### config.mk
export PLATFORM = sky130hd
export DESIGN_NAME = fetch_unit
export DESIGN_NICKNAME = d
export VERILOG_FILES = /design/src/rtl/olivia_pkg.sv /design/src/rtl/fetch_fifo.sv /design/src/rtl/fetch_unit.sv
export SDC_FILE = /design/constraint.sdc
export NUM_CORES = 1
export LEC_CHECK = 0
export CORE_MARGIN = 2
export CORE_UTILIZATION = 30
export CTS_BUF_LIST = sky130_fd_sc_hd__clkbuf_8
export DETAILED_ROUTE_END_ITERATION = 10
export PLACE_DENSITY = 0.55
export SETUP_SLACK_MARGIN = 0.4
export SYNTH_ARGS = -nofsm -noshare
export SYNTH_HDL_FRONTEND = slang
export SYNTH_HIERARCHICAL = 1
export SYNTH_SLANG_ARGS = --single-unit
### constraint.sdc
create_clock -name clk -period 12.5 [get_ports clk]
set_input_delay 1.25 -clock clk [delete_from_list [all_inputs] [get_ports clk]]
set_output_delay 1.25 -clock clk [all_outputs]
set_load 0.01 [all_outputs]
### src/rtl/olivia_pkg.sv
// Shared widths, fetch-entry layout and PC helpers for the instruction fetch slice.
package olivia_pkg;

   localparam int XLEN    = 64;
   localparam int INSTR_W = 32;
   localparam int PC_STEP = 4;

   typedef struct packed {
      logic [XLEN-1:0]    pc;
      logic [INSTR_W-1:0] instr;
   } fetch_entry_t;

   localparam int FETCH_ENTRY_W = $bits(fetch_entry_t);

   // Instructions are word aligned, so the low two address bits never survive.
   function automatic logic [XLEN-1:0] align_pc(input logic [XLEN-1:0] pc);
      return pc & ~XLEN'(3);
   endfunction

endpackage

### src/rtl/fetch_fifo.sv
// Small FIFO with a combinational head read and a synchronous flush that wins over push/pop.
module fetch_fifo #(
   parameter  int WIDTH = 8,
   parameter  int DEPTH = 2,
   localparam int AW    = $clog2(DEPTH),
   localparam int CW    = $clog2(DEPTH) + 1
) (
   input  logic             clk,
   input  logic             rst,
   input  logic             flush,
   input  logic             push,
   input  logic [WIDTH-1:0] push_data,
   input  logic             pop,
   output logic [WIDTH-1:0] head_data,
   output logic [CW-1:0]    count
);

   localparam logic [CW-1:0] FULL_COUNT = CW'(DEPTH);

   logic [WIDTH-1:0] mem_q [DEPTH];
   logic [AW-1:0]    wr_ptr_reg;
   logic [AW-1:0]    rd_ptr_reg;
   logic [CW-1:0]    count_reg;
   logic             do_push;
   logic             do_pop;

   // A full FIFO still takes a push when the head leaves in the same cycle.
   always_comb begin
      do_pop  = pop && (count_reg != '0);
      do_push = push && ((count_reg != FULL_COUNT) || do_pop);
   end

   always_ff @(posedge clk or negedge rst) begin
      if (!rst) begin
         wr_ptr_reg <= '0;
         rd_ptr_reg <= '0;
         count_reg  <= '0;
      end else if (flush) begin
         wr_ptr_reg <= '0;
         rd_ptr_reg <= '0;
         count_reg  <= '0;
      end else begin
         wr_ptr_reg <= wr_ptr_reg + AW'(do_push);
         rd_ptr_reg <= rd_ptr_reg + AW'(do_pop);
         count_reg  <= count_reg + CW'(do_push) - CW'(do_pop);
      end
   end

   always_ff @(posedge clk) begin
      if (do_push && !flush) begin
         mem_q[wr_ptr_reg] <= push_data;
      end
   end

   assign head_data = mem_q[rd_ptr_reg];
   assign count     = count_reg;

endmodule

### src/rtl/fetch_unit.sv
// Instruction fetch: credit-limited request issue, in-order tag tracking, decode-side queue
// and redirect handling that discards responses to requests issued before the redirect.
module fetch_unit
   import olivia_pkg::*;
#(
   parameter logic [XLEN-1:0] RESET_PC = '0,
   parameter int              QDEPTH   = 2
) (
   input  logic               clk,
   input  logic               rst,
   output logic               imem_req_valid,
   output logic [XLEN-1:0]    imem_req_addr,
   input  logic               imem_req_ready,
   input  logic               imem_rsp_valid,
   input  logic [INSTR_W-1:0] imem_rsp_data,
   input  logic               redirect_valid,
   input  logic [XLEN-1:0]    redirect_pc,
   output logic               if_valid,
   input  logic               if_ready,
   output logic [XLEN-1:0]    if_pc,
   output logic [INSTR_W-1:0] if_instr
);

   localparam int            CW           = $clog2(QDEPTH) + 1;
   localparam logic [CW:0]   CREDIT_LIMIT = (CW+1)'(QDEPTH);

   logic [XLEN-1:0] pc_reg;
   logic [XLEN-1:0] pc_next;
   logic [CW-1:0]   discard_reg;
   logic [CW-1:0]   discard_next;

   logic [XLEN-1:0] tag_head;
   logic [CW-1:0]   tag_count;
   logic [CW-1:0]   q_count;
   fetch_entry_t    q_head;
   fetch_entry_t    q_push_entry;

   logic            req_fire;
   logic            rsp_keep;
   logic            if_fire;
   logic [CW-1:0]   outstanding;
   logic [CW:0]     in_use;

   // Every in-flight request is either still tagged or already doomed to be discarded.
   always_comb begin
      outstanding = tag_count + discard_reg;
      in_use      = {1'b0, outstanding} + {1'b0, q_count};
   end

   assign imem_req_valid = rst && !redirect_valid && (in_use < CREDIT_LIMIT);
   assign imem_req_addr  = pc_reg;
   assign req_fire       = imem_req_valid && imem_req_ready;
   assign rsp_keep       = imem_rsp_valid && !redirect_valid && (discard_reg == '0);

   assign if_valid = (q_count != '0);
   assign if_fire  = if_valid && if_ready;
   assign if_pc    = if_valid ? q_head.pc    : '0;
   assign if_instr = if_valid ? q_head.instr : '0;

   assign q_push_entry = '{pc: tag_head, instr: imem_rsp_data};

   always_comb begin
      pc_next = pc_reg;
      if (redirect_valid) begin
         pc_next = align_pc(redirect_pc);
      end else if (req_fire) begin
         pc_next = pc_reg + XLEN'(PC_STEP);
      end
   end

   // A response landing in the redirect cycle is dropped there, so it is not counted again.
   always_comb begin
      discard_next = discard_reg;
      if (redirect_valid) begin
         discard_next = outstanding - CW'(imem_rsp_valid);
      end else if ((discard_reg != '0) && imem_rsp_valid) begin
         discard_next = discard_reg - CW'(1);
      end
   end

   always_ff @(posedge clk or negedge rst) begin
      if (!rst) begin
         pc_reg      <= RESET_PC;
         discard_reg <= '0;
      end else begin
         pc_reg      <= pc_next;
         discard_reg <= discard_next;
      end
   end

   fetch_fifo #(
      .WIDTH (XLEN),
      .DEPTH (QDEPTH)
   ) u_tag_fifo (
      .clk       (clk),
      .rst       (rst),
      .flush     (redirect_valid),
      .push      (req_fire),
      .push_data (pc_reg),
      .pop       (rsp_keep),
      .head_data (tag_head),
      .count     (tag_count)
   );

   fetch_fifo #(
      .WIDTH (FETCH_ENTRY_W),
      .DEPTH (QDEPTH)
   ) u_instr_queue (
      .clk       (clk),
      .rst       (rst),
      .flush     (redirect_valid),
      .push      (rsp_keep),
      .push_data (q_push_entry),
      .pop       (if_fire),
      .head_data (q_head),
      .count     (q_count)
   );

endmodule

==> results_dict.tcl <==
set metrics [dict create \
    grt_first_pass_wirelength_um 72100 \
    synth_area_per_cell_um2 14.6 \
    final_max_slew_viol_count 0 \
    crit_path_max_fanout 57 \
    rsz0062_at_grt "no" \
    place_ws_ps 7270 \
    gp_congestion 0.761 \
    slowest_delay_ps 1180 \
    startpoint "u_instr_queue/rd_ptr_reg$_DFF_PN0_" \
    slew_headroom_pct 16.4 \
    leakage_nw 7.65 \
    ys_ff_latch 392 \
    die_w_um 243 \
    ys_types 64 \
    drcViolationCount 0 \
    post-cts-setup-buffers 0 \
    start_kind "flop" \
    utilization_pct 38.8 \
    skew_ps 23.0 \
    final_cells 2283 \
    io_pins 264 \
    insertion_delay_ps 640 \
    crit_slowest_cell "dfrtp_4" \
    path_clk_slew_ps 60 \
    cts_tree "yes" \
    grt_pass1_vias 11400 \
    postLayoutSetupSlackWorst_ps 7610 \
    synthToLayoutAreaGrowth_pct 27.6 \
    synth_ff_type "edfxtp_1" \
    grt_max_degree 66 \
    gr-total-overflow 0 \
    cts_buffer_depth 3 \
    cts_root_buf "clkbuf_8" \
    outcome "finished, final reports clean" \
    cts_num_sinks 392 \
    seq_area_frac_synth_pct 66.4 \
    fmax_mhz 205 \
    crit_required_ps 11250 \
    timing.hold.ws_ps 549 \
    netlist_area_um2 17200 \
    synth_cells 1175 \
    wirelength_um 49100 \
    numCtsBuffers 72 \
    hold_viol_final 0 \
    regMostFlops "u_instr_queue/mem_q" \
    avgViaCountPerCell 4.85 \
    path_cells "buf_4 -> mux2_2 -> and2_1 -> clkdlybuf4s50_1" \
    vias 11100 \
    post_cts_resized 0 \
    htree_num_levels 3 \
    gr-usage-all-layers_pct 16.3 \
    initial_core_util_pct 30.4 \
    antenna_found_initial 6 \
    worst_pin_slew_ps 1250 \
    peakVddDrop_v 0.0000687 \
    r2r_start "u_tag_fifo/count[0]$_DFF_PN0_" \
    cts.hold.buffers_added 0 \
    dieArea_um2 59300 \
    dpl.hpwl_um 30900 \
    critPathCaptureType "primary output" \
    fill_cells 5373 \
    drv_cap 0 \
    placed_cells 2153 \
    ys.warnings.count 6 \
    nets 1582 \
    num_rows 87 \
    synth_edf_count 320 \
    arrival_ps 3640 \
    fp.dieH_um 243 \
    firstDrtPassIters 5 \
    final_common_cell "edfxtp_1" \
    io_buffers 259 \
    tns_ps 0 \
    worst_hold_path_type "flop to flop" \
    drt_iter0_markers 647 \
    async_reset_ff_share_pct 18.4 \
    wl_per_cell_um 21.5 \
    worstSetupPathType "flop to primary output" \
    hp-start "u_tag_fifo/mem_q[0][26]$_DFFE_PP_" \
    min_period_ps 4890 \
    mostFrequentLayoutCells "320 x edfxtp_1, 257 x clkdlybuf4s50_1, 103 x and2_1" \
    powerDensity_nw_per_um2 144 \
    fin_crit_sh_pct 39.1 \
    ant_nets 0 \
    setup_viol 0 \
    drive_gt1_share_pct 16.3 \
    core-area_um2 56500 \
    largest_reg_flops 192 \
]
-- power by group --
part	total, mW	internal [mW]	switching [mW]
logic	0.410	0.206	0.204
registers	1.57	1.48	0.0867
clock network	1.17	0.633	0.536
total	3.15	2.32	0.827
-- worst paths after layout --
check	slack [ps]	to	cells past startpoint
worst max-delay path	7610	if_pc[63]	4
worst min-delay path	550	u_instr_queue/mem_q[0][58]$_DFFE_PP_	1
max in group asynchronous	10870	u_tag_fifo/rd_ptr_reg$_DFF_PN0_	2
worst min register to register	550	u_instr_queue/mem_q[0][58]$_DFFE_PP_	1
worst max register to register	8050	u_tag_fifo/mem_q[1][40]$_DFFE_PP_	12
min in group asynchronous	580	imem_req_addr[12]$_DFFE_PN0P_	1
-- Yosys cell counts (all sizes together), types with 9 or more instances --
library cell	instances	area [µm²]
a21oi	10	50.1
a221o	11	110
a31oi	11	68.8
and2	103	644
and3	16	100
buf	30	218
clkbuf	31	116
dfrtp	72	1800
edfxtp	320	9610
inv	22	82.6
mux2	162	1940
nand2	81	307
nand3	52	285
nand4	34	231
nor2	35	131
nor3	12	60.1
nor4	15	154
o211ai	18	135
o21ai	20	100
o311ai	23	209
or3	9	56.3
or4	10	75.1
-- critical path, delay by kind of cell, from the launching register on --
family / cells / cell delay (ps)
flops: 1 / 1180
mux: 1 / 410
simple gates: 1 / 140
buf+inv: 2 / 1220
-- final cells by class --
| cell class | instances | area, µm² | share of cell area [%] |
|---|---|---|---|
| antenna | 1 | 2.50 | 0.0114 |
| clock buffer | 78 | 1070 | 4.89 |
| clock inverter | 51 | 282 | 1.28 |
| inverter | 23 | 86.3 | 0.393 |
| multi-input combinational | 704 | 5410 | 24.7 |
| sequential | 392 | 11400 | 52.0 |
| tap | 756 | 946 | 4.31 |
| timing repair buffer | 278 | 2730 | 12.4 |
-- stage by stage --
stage,power (mW),cell area [µm²]
after floorplan,1.76,17200
after CTS,3.20,21900
after detailed placement,2.01,20600
after global routing,3.30,21900
after global placement,2.01,20600
final,3.15,21900
-- cells by family after synthesis --
kind of cell,after synthesis,share of synthesized area (%)
other,1,0.0218
multiplexers,170,11.8
AO/OA/AOI/OAI,118,5.30
adder cells (fa/ha/maj),9,0.698
buffers and inverters,84,2.44
AND/OR/NAND/NOR,391,12.9
XOR/XNOR,10,0.509
flip-flops,392,66.4
-- metal layers --
layer,global-route usage [%],vias up,part of all wire [%]
li1,-,5087,-
met1,21.1,5521,44
met2,26.3,363,47
met3,4.29,103,5.7
met4,6.10,8,3.0
met5,0,-,0.10
No activity file was read; power rests on OpenSTA's default activity.
